===== src/rtl/riscv_mem_pkg.sv =====
// Shared definitions for the unified-memory arbiter: response-owner encoding,
// default starvation limit and the SRAM control values used when idle.
package riscv_mem_pkg;

  typedef enum logic [1:0] {
    OWN_NONE = 2'd0,
    OWN_I    = 2'd1,
    OWN_D    = 2'd2
  } own_t;

  localparam int MAX_WAIT_DEFAULT = 4;

  localparam logic        MEM_CSN_IDLE = 1'b1;
  localparam logic        MEM_WEN_IDLE = 1'b1;
  localparam logic [31:0] MEM_DI_IDLE  = 32'h0;
  localparam logic [3:0]  MEM_BE_IDLE  = 4'b0000;

endpackage


===== src/rtl/arb_wait_counter.sv =====
// 4-bit saturating counter tracking consecutive denied fetch cycles.
module arb_wait_counter (
  input  logic       clk,
  input  logic       rst,
  input  logic       inc,
  input  logic       clr,
  input  logic       sat,
  output logic [3:0] count
);

  // Clear has priority over increment; sat freezes the count at the limit.
  always_ff @(posedge clk) begin
    if (rst) begin
      count <= 4'd0;
    end else if (clr) begin
      count <= 4'd0;
    end else if (inc && !sat) begin
      count <= count + 4'd1;
    end
  end

endmodule


===== src/rtl/unified_mem_arbiter.sv =====
// Shares one single-port SRAM between the core fetch and data ports: data has
// priority, a starvation counter forces a fetch grant after MAX_WAIT denials.
module unified_mem_arbiter
  import riscv_mem_pkg::*;
#(
  parameter int AWIDTH   = 12,
  parameter int MAX_WAIT = MAX_WAIT_DEFAULT
) (
  input  logic              CLK,
  input  logic              RST,
  input  logic              I_REQ,
  input  logic [31:0]       I_ADDR,
  output logic              I_GNT,
  output logic              I_RVALID,
  output logic [31:0]       I_RDATA,
  input  logic              D_REQ,
  input  logic              D_WE,
  input  logic [31:0]       D_ADDR,
  input  logic [31:0]       D_WDATA,
  input  logic [3:0]        D_BE,
  output logic              D_GNT,
  output logic              D_RVALID,
  output logic [31:0]       D_RDATA,
  output logic              MEM_CSN,
  output logic              MEM_WEN,
  output logic [AWIDTH-1:0] MEM_ADDR,
  output logic [31:0]       MEM_DI,
  output logic [3:0]        MEM_BE,
  input  logic [31:0]       MEM_DOUT
);

  logic [3:0] wait_cnt;
  logic       at_limit;
  logic       grant_i;
  logic       grant_d;
  own_t       rsp_own;

  assign at_limit = (wait_cnt == 4'(MAX_WAIT));

  // Data wins contention unless the fetch side has been starved to the limit.
  always_comb begin
    grant_i = 1'b0;
    grant_d = 1'b0;
    if (!RST) begin
      if (I_REQ && (!D_REQ || at_limit)) begin
        grant_i = 1'b1;
      end else if (D_REQ) begin
        grant_d = 1'b1;
      end
    end
  end

  arb_wait_counter u_wait_counter (
    .clk   (CLK),
    .rst   (RST),
    .inc   (I_REQ && !grant_i),
    .clr   (grant_i || !I_REQ),
    .sat   (at_limit),
    .count (wait_cnt)
  );

  always_comb begin
    MEM_CSN  = MEM_CSN_IDLE;
    MEM_WEN  = MEM_WEN_IDLE;
    MEM_ADDR = '0;
    MEM_DI   = MEM_DI_IDLE;
    MEM_BE   = MEM_BE_IDLE;
    if (grant_i) begin
      MEM_CSN  = 1'b0;
      MEM_ADDR = I_ADDR[AWIDTH+1:2];
    end else if (grant_d) begin
      MEM_CSN  = 1'b0;
      MEM_ADDR = D_ADDR[AWIDTH+1:2];
      if (D_WE) begin
        MEM_WEN = 1'b0;
        MEM_DI  = D_WDATA;
        MEM_BE  = D_BE;
      end
    end
  end

  // The SRAM answers one cycle later, so remember who the read belongs to.
  always_ff @(posedge CLK) begin
    if (RST) begin
      rsp_own <= OWN_NONE;
    end else if (grant_i) begin
      rsp_own <= OWN_I;
    end else if (grant_d && !D_WE) begin
      rsp_own <= OWN_D;
    end else begin
      rsp_own <= OWN_NONE;
    end
  end

  assign I_GNT    = grant_i;
  assign D_GNT    = grant_d;
  assign I_RVALID = (rsp_own == OWN_I) && !RST;
  assign D_RVALID = (rsp_own == OWN_D) && !RST;
  assign I_RDATA  = MEM_DOUT;
  assign D_RDATA  = MEM_DOUT;

  // Byte-offset and out-of-range address bits are deliberately ignored.
  logic unused_addr_bits;
  assign unused_addr_bits = ^{I_ADDR[31:AWIDTH+2], I_ADDR[1:0],
                              D_ADDR[31:AWIDTH+2], D_ADDR[1:0]};

endmodule


===== config.mk =====
export PLATFORM = sky130hd
export DESIGN_NAME = unified_mem_arbiter
export DESIGN_NICKNAME = d
export VERILOG_FILES = /design/src/rtl/riscv_mem_pkg.sv /design/src/rtl/arb_wait_counter.sv /design/src/rtl/unified_mem_arbiter.sv
export SDC_FILE = /design/constraint.sdc
export NUM_CORES = 1
export LEC_CHECK = 0
export ABC_AREA = 1
export CAP_MARGIN = 10
export CORE_AREA = 2 2 100 102
export CTS_BUF_LIST = sky130_fd_sc_hd__clkbuf_8
export DETAILED_ROUTE_END_ITERATION = 7
export DIE_AREA = 0 0 102 104
export PLACE_DENSITY = 0.63
export SKIP_LAST_GASP = 1
export SYNTH_ARGS = -nofsm -noshare
export SYNTH_HDL_FRONTEND = slang
export SYNTH_SLANG_ARGS = --single-unit

===== constraint.sdc =====
create_clock -name CLK -period 1.59 [get_ports CLK]
set_input_delay 0.159 -clock CLK [delete_from_list [all_inputs] [get_ports CLK]]
set_output_delay 0.159 -clock CLK [all_outputs]
set_load 0.02 [all_outputs]

Word-level counts from Yosys, hierarchy flattened
Index checks and enable logic that the tools add are counted.
{ "word_totals": {"register_bits": 6, "output_inout_bits": 118, "inputBits": 137} }
{ "classes": {"n_mux": 20, "add_sub_neg": 1, "n_eq_ne": 3, "reduce_logical": 16} }
{ "op_table": {"columns": ["operator", "count"], "rows": [
  ["32-bit two-way mux", 3],
  ["12-bit two-way mux", 2],
  ["4-bit two-way mux", 3],
  ["1-bit two-way mux", 11],
  ["1-bit logical AND", 6],
  ["1-bit logical NOT", 6],
  ["4-bit by 1-bit adder with 4-bit output (second input constant)", 1],
  ["4-bit by 3-bit == test with 1-bit output (second input constant)", 1],
  ["2-bit OR reduction", 2],
  ["2-bit by 1-bit == test with 1-bit output (second input constant)", 1],
  ["2-bit == test (second input constant)", 1],
  ["1-bit logical OR", 2],
  ["2-bit two-way mux", 1]
]} }

Logic depth before layout (Yosys ltp)
Gate-level depths: netlist (run 1).
{ "depth": {"ltp_word": 8, "depth_mapped": 9, "depth_no_buf": 8} }

Cells and area by module
A second synthesis (run 1) with hierarchy kept.
{ "hier_totals": {"hier_cells": 239, "hier_area_um2": 1351.3} }
{ "modules_own_cells": {"columns": ["mod", "seq_area_each_um2", "cells_each", "instances", "area_each_um2"], "rows": [
  ["unified_mem_arbiter", 40.0, 212, 1, 1167.4],
  ["arb_wait_counter", 80.1, 27, 1, 183.9]
]} }

Least setup slack after synthesis (run 1)
OpenSTA, ideal clock, no wires.
{ "synth_path": {"path_type": "reg-to-output", "startpoint": "register u_wait_counter.count[0]", "endpoint": "output MEM_DI[10]", "t_arrival_ps": 1469, "path_slack_ps": -38, "path_stages_with_launch": 10, "n_path_buf": 2, "cell_sequence": "dfxtp_1 -> inv_1 -> ha_1 -> nand3_2 -> nand2_2 -> nand2_4 -> nand2_2 -> buf_6 -> buf_6 -> nor2_1"} }
{ "synth_between": {"elab_chain_len": 7} }
{ "synth_lines": {"columns": ["item", "line", "source"], "rows": [
  ["start: declaration", "arb_wait_counter.sv:8", "output logic [3:0] count"],
  ["start signal: assignment", "arb_wait_counter.sv:18", "count <= count + 4'd1;"],
  ["4-bit by 3-bit == test with 1-bit output (*)", "unified_mem_arbiter.sv:38", "assign at_limit = (wait_cnt == 4'(MAX_WAIT));"],
  ["1-bit logical OR (*)", "unified_mem_arbiter.sv:45", "if (I_REQ && (!D_REQ || at_limit)) begin"],
  ["1-bit logical AND (*)", "unified_mem_arbiter.sv:45", null],
  ["1-bit two-way mux", "unified_mem_arbiter.sv:45", null],
  ["1-bit two-way mux", "unified_mem_arbiter.sv:44", "if (!RST) begin"],
  ["32-bit two-way mux", "unified_mem_arbiter.sv:71", "end else if (grant_d) begin"],
  ["32-bit two-way mux (*)", "unified_mem_arbiter.sv:68", "if (grant_i) begin"],
  ["end: declaration", "unified_mem_arbiter.sv:27", "output logic [31:0] MEM_DI,"]
]} }
Mark *: on every way between the ends. The rest lies on a longest branch, timed or not.

Worst setup path after layout (run 1)
{ "layout_path": {"startpoint": "register u_wait_counter.count[0]", "endpoint": "output MEM_DI[3]"} }
Same word-level chain as after synthesis.

==> results of run 1 <==
layer usage:
| metal | track usage [%] | vias up | share of wire [%] |
|---|---|---|---|
| met5 | 0 | - | 0 |
| met4 | 2.00 | 0 | 0.98 |
| met3 | 2.08 | 14 | 8.1 |
| met2 | 14.2 | 75 | 53 |
| met1 | 9.74 | 712 | 38 |
| li1 | - | 779 | - |
flip-flops by register name, indices dropped and copies added (netlist names):
signal                cells
rsp_own                   2
u_wait_counter.count      4
worst max-delay path by stage:
stage                                       start         end  slack, ns
after floorplan           u_wait_counter.count[0]  MEM_DI[10]      -0.04
after global placement                        RST  MEM_DI[19]      -0.50
after detailed placement                      RST  MEM_DI[17]      -0.50
after CTS                                     RST     MEM_CSN      -0.31
after global routing      u_wait_counter.count[0]   MEM_DI[3]      -0.22
final                     u_wait_counter.count[0]   MEM_DI[3]      -0.15
worst max-delay path, cell delays in order, from the launching register on:
cell and delay [ns]:
dfxtp_2 0.33, inv_2 0.05, ha_4 0.15, nand3_4 0.08, nand2_4 0.07, nand2_4 0.12
nand2_8 0.12, clkbuf_16 0.20, nor2_2 0.10, buf_6 0.12
logic make-up after synthesis:
group           after synthesis  synth area share, %
xor+xnor                      1                0.668
flops                         6                 9.16
compound gates                3                 1.14
buf+inv                      85                 44.8
fa+ha+maj                     2                 1.91
simple gates                129                 42.3
cells in the mapped netlist:
cell / number
a21oi_1: 1
buf_2: 5
buf_4: 64
buf_6: 3
clkbuf_1: 5
dfxtp_1: 6
ha_1: 2
inv_1: 8
nand2_1: 52
nand2_2: 2
nand2_4: 1
nand3_1: 14
nand3_2: 1
nand4_1: 13
nor2_1: 45
nor3_1: 1
o21ai_0: 2
xor2_1: 1
per-stage QoR:
stage	TNS (ns)	util, %
after floorplan	-0.769	-
after global placement	-23.19	23.6
after detailed placement	-23.61	23.6
after CTS	-12.50	24.3
after global routing	-8.18	28.9
final	-4.72	28.9
timing repair:
item | 4_1_cts | 5_1_grt
gates cloned | 3 | 4
setup endpoints to repair | 54 | 54
gates resized for setup | 213 | 158
setup buffers | 0 | 2
pin swaps | 1 | 4
power by group:
group          leakage (nW)  switching [W]  internal, W
clock network        0.0216      0.0000643     0.000163
registers            0.0497     0.00000159     0.000155
logic                  1.10       0.000264     0.000321
total                  1.17       0.000330     0.000638
layout make-up:
cell class	instances	share of cell area (%)
Inverter	8	1.27
Sequential cell	6	4.44
Timing Repair Buffer	141	55.3
Clock buffer	3	1.49
Tap cell	133	6.02
Multi-Input combinational cell	135	31.5
==> impl_results.md, run 1 <==
* Syn Inst Count at around 230
* Syn_nets at 365
* Clk Latency, worst-skew pair at roughly 0.22 ns
* Antenna diode count at 0
* Vias/cell at between 3 and 4
* Final worst-path setup slack at -0.154 ns
* Worst clock skew at 0.00349 ns
* H-tree depth at 1
* Post-layout min period at between 1.5 and 2 ns
* DR DRC count at 0
* CP required at about 1.4 ns
* Yosys reg bits at 6
* Design area at roughly 0.0028 mm2
* Buffer depth of the longest clock path at 2
* Antenna Nets Post-Route at 0
* Crit path kind: flop to output pin
* Drt first pass iters at 6
* Ys Warns at 0
* CP Capture Type: output pin
* Input/output buffers at about 120
* Reg2reg path depth at 9
* Hold Crit Class: input port to output pin
* Tightest Pin Transition at a little under 0.3 ns
* Layout cells sized above 1 at between 40 and 50%
* Total routed wirelength at 5190 um
* Failing checks: setup timing
* Global-route wire length before repair at roughly 7000 um
* Max Freq at roughly 0.57 GHz
* Total grt overflow at 0
* Run status: finished, violations left
* Hold path depth at 0
* # rows at 36
* Hold Path End: D_RDATA[11]
* Commonest non-fill, non-tap cell in the layout: clkdlybuf4s50_1
* Cell area after synthesis at about 0.0013 mm2
* Filler cells at around 1000
* Peak supply drop at roughly 0.00021 V
* Hold Slack at between 0.3 and 0.4 ns
* Worst reg2reg path endpoint: rsp_own[1]
* Pwr/cell area at roughly 350 mW/mm2
* CTS tree: yes
* Sequential Area at 123 um2
* Chip Width at between 100 and 150 um
* Most frequent cells in the layout: clkdlybuf4s50_1, nand2_1, buf_6
* Register area share after synthesis at between 9 and 10%
* Place WS at -0.502 ns
* Number of global-route vias before repair at 1505
* Die Ht at about 100 um
* Post-DP HPWL at about 3400 um
* I/O pin count at 255
* Vias at 1580
* Synth area leader: buf_4
* Unique masters post-synth at 18
* Worst setup SP type: flop
* Footprint of the multi-input gates at a little under 900 um2
* DR iter-0 viols at 42
* Worst EP arrival at 1.59 ns
* Inst Count DP at around 410
* Final #Nets at between 400 and 500
* Reg-to-reg critical path startpoint: u_wait_counter.count[0]
* Total CTS buffers at 3
* Synth Area per Inst at approximately 5.8 um2
* Total die area at roughly 0.011 mm2
* Hold Vio Cnt, Final at 0
* Endpoints failing setup at 50
* Core Region at about 0.0095 mm2
* # hold bufs at CTS at 0
* Initial antenna violation count at 0
* FF-to-FF setup slack at roughly 0.21 ns
* Largest net degree at the start of global routing at 28
* Ranking of synthesized cells by area: buf_4, nand2_1, nor2_1, dfxtp_1, nand4_1
* Slew margin rel. at approximately four fifths
* Worst-path fanout max at 8
* Area after DPL at about 0.0023 mm2
* Period utilization at 110%
* Share of the synthesized area in the top cell type at a little over a third
* Max-Cap Viols at 0
* Final-report max-slew violation count at 0
* CTS root buf: clkbuf_8
* Final Power at around 0.00097 W
* P_leak at between 1 and 1.5 nW
* Total Routing Usage GR at 8.12%
* CTS Sinks at 6
* Worst-path clk slew at 0.04 ns
* Finished Layout Cells at between 400 and 500
* WL per Instance at around 12 um
* Synthesis-to-finish area growth at 111%
* RePlAce Congestion at 0.711
* Hold_sp: MEM_DOUT[11]
* Starting Density at between 10 and 15%
* RSZ-0062 raised after global routing: yes
Note: power is estimated with default switching activity, not from simulation.
==> run 2, diff against run 1 <==
--- a/config.mk
+++ b/config.mk
@@ -9,8 +9,10 @@
 export CAP_MARGIN = 10
 export CORE_AREA = 2 2 100 102
 export CTS_BUF_LIST = sky130_fd_sc_hd__clkbuf_8
+export CTS_CLUSTER_SIZE = 10
 export DETAILED_ROUTE_END_ITERATION = 7
 export DIE_AREA = 0 0 102 104
+export GPL_ROUTABILITY_DRIVEN = 0
 export PLACE_DENSITY = 0.63
 export SKIP_LAST_GASP = 1
 export SYNTH_ARGS = -nofsm -noshare
==> results of run 2 <==
No change in the layout: final DEF, timing and power equal those of run 1.
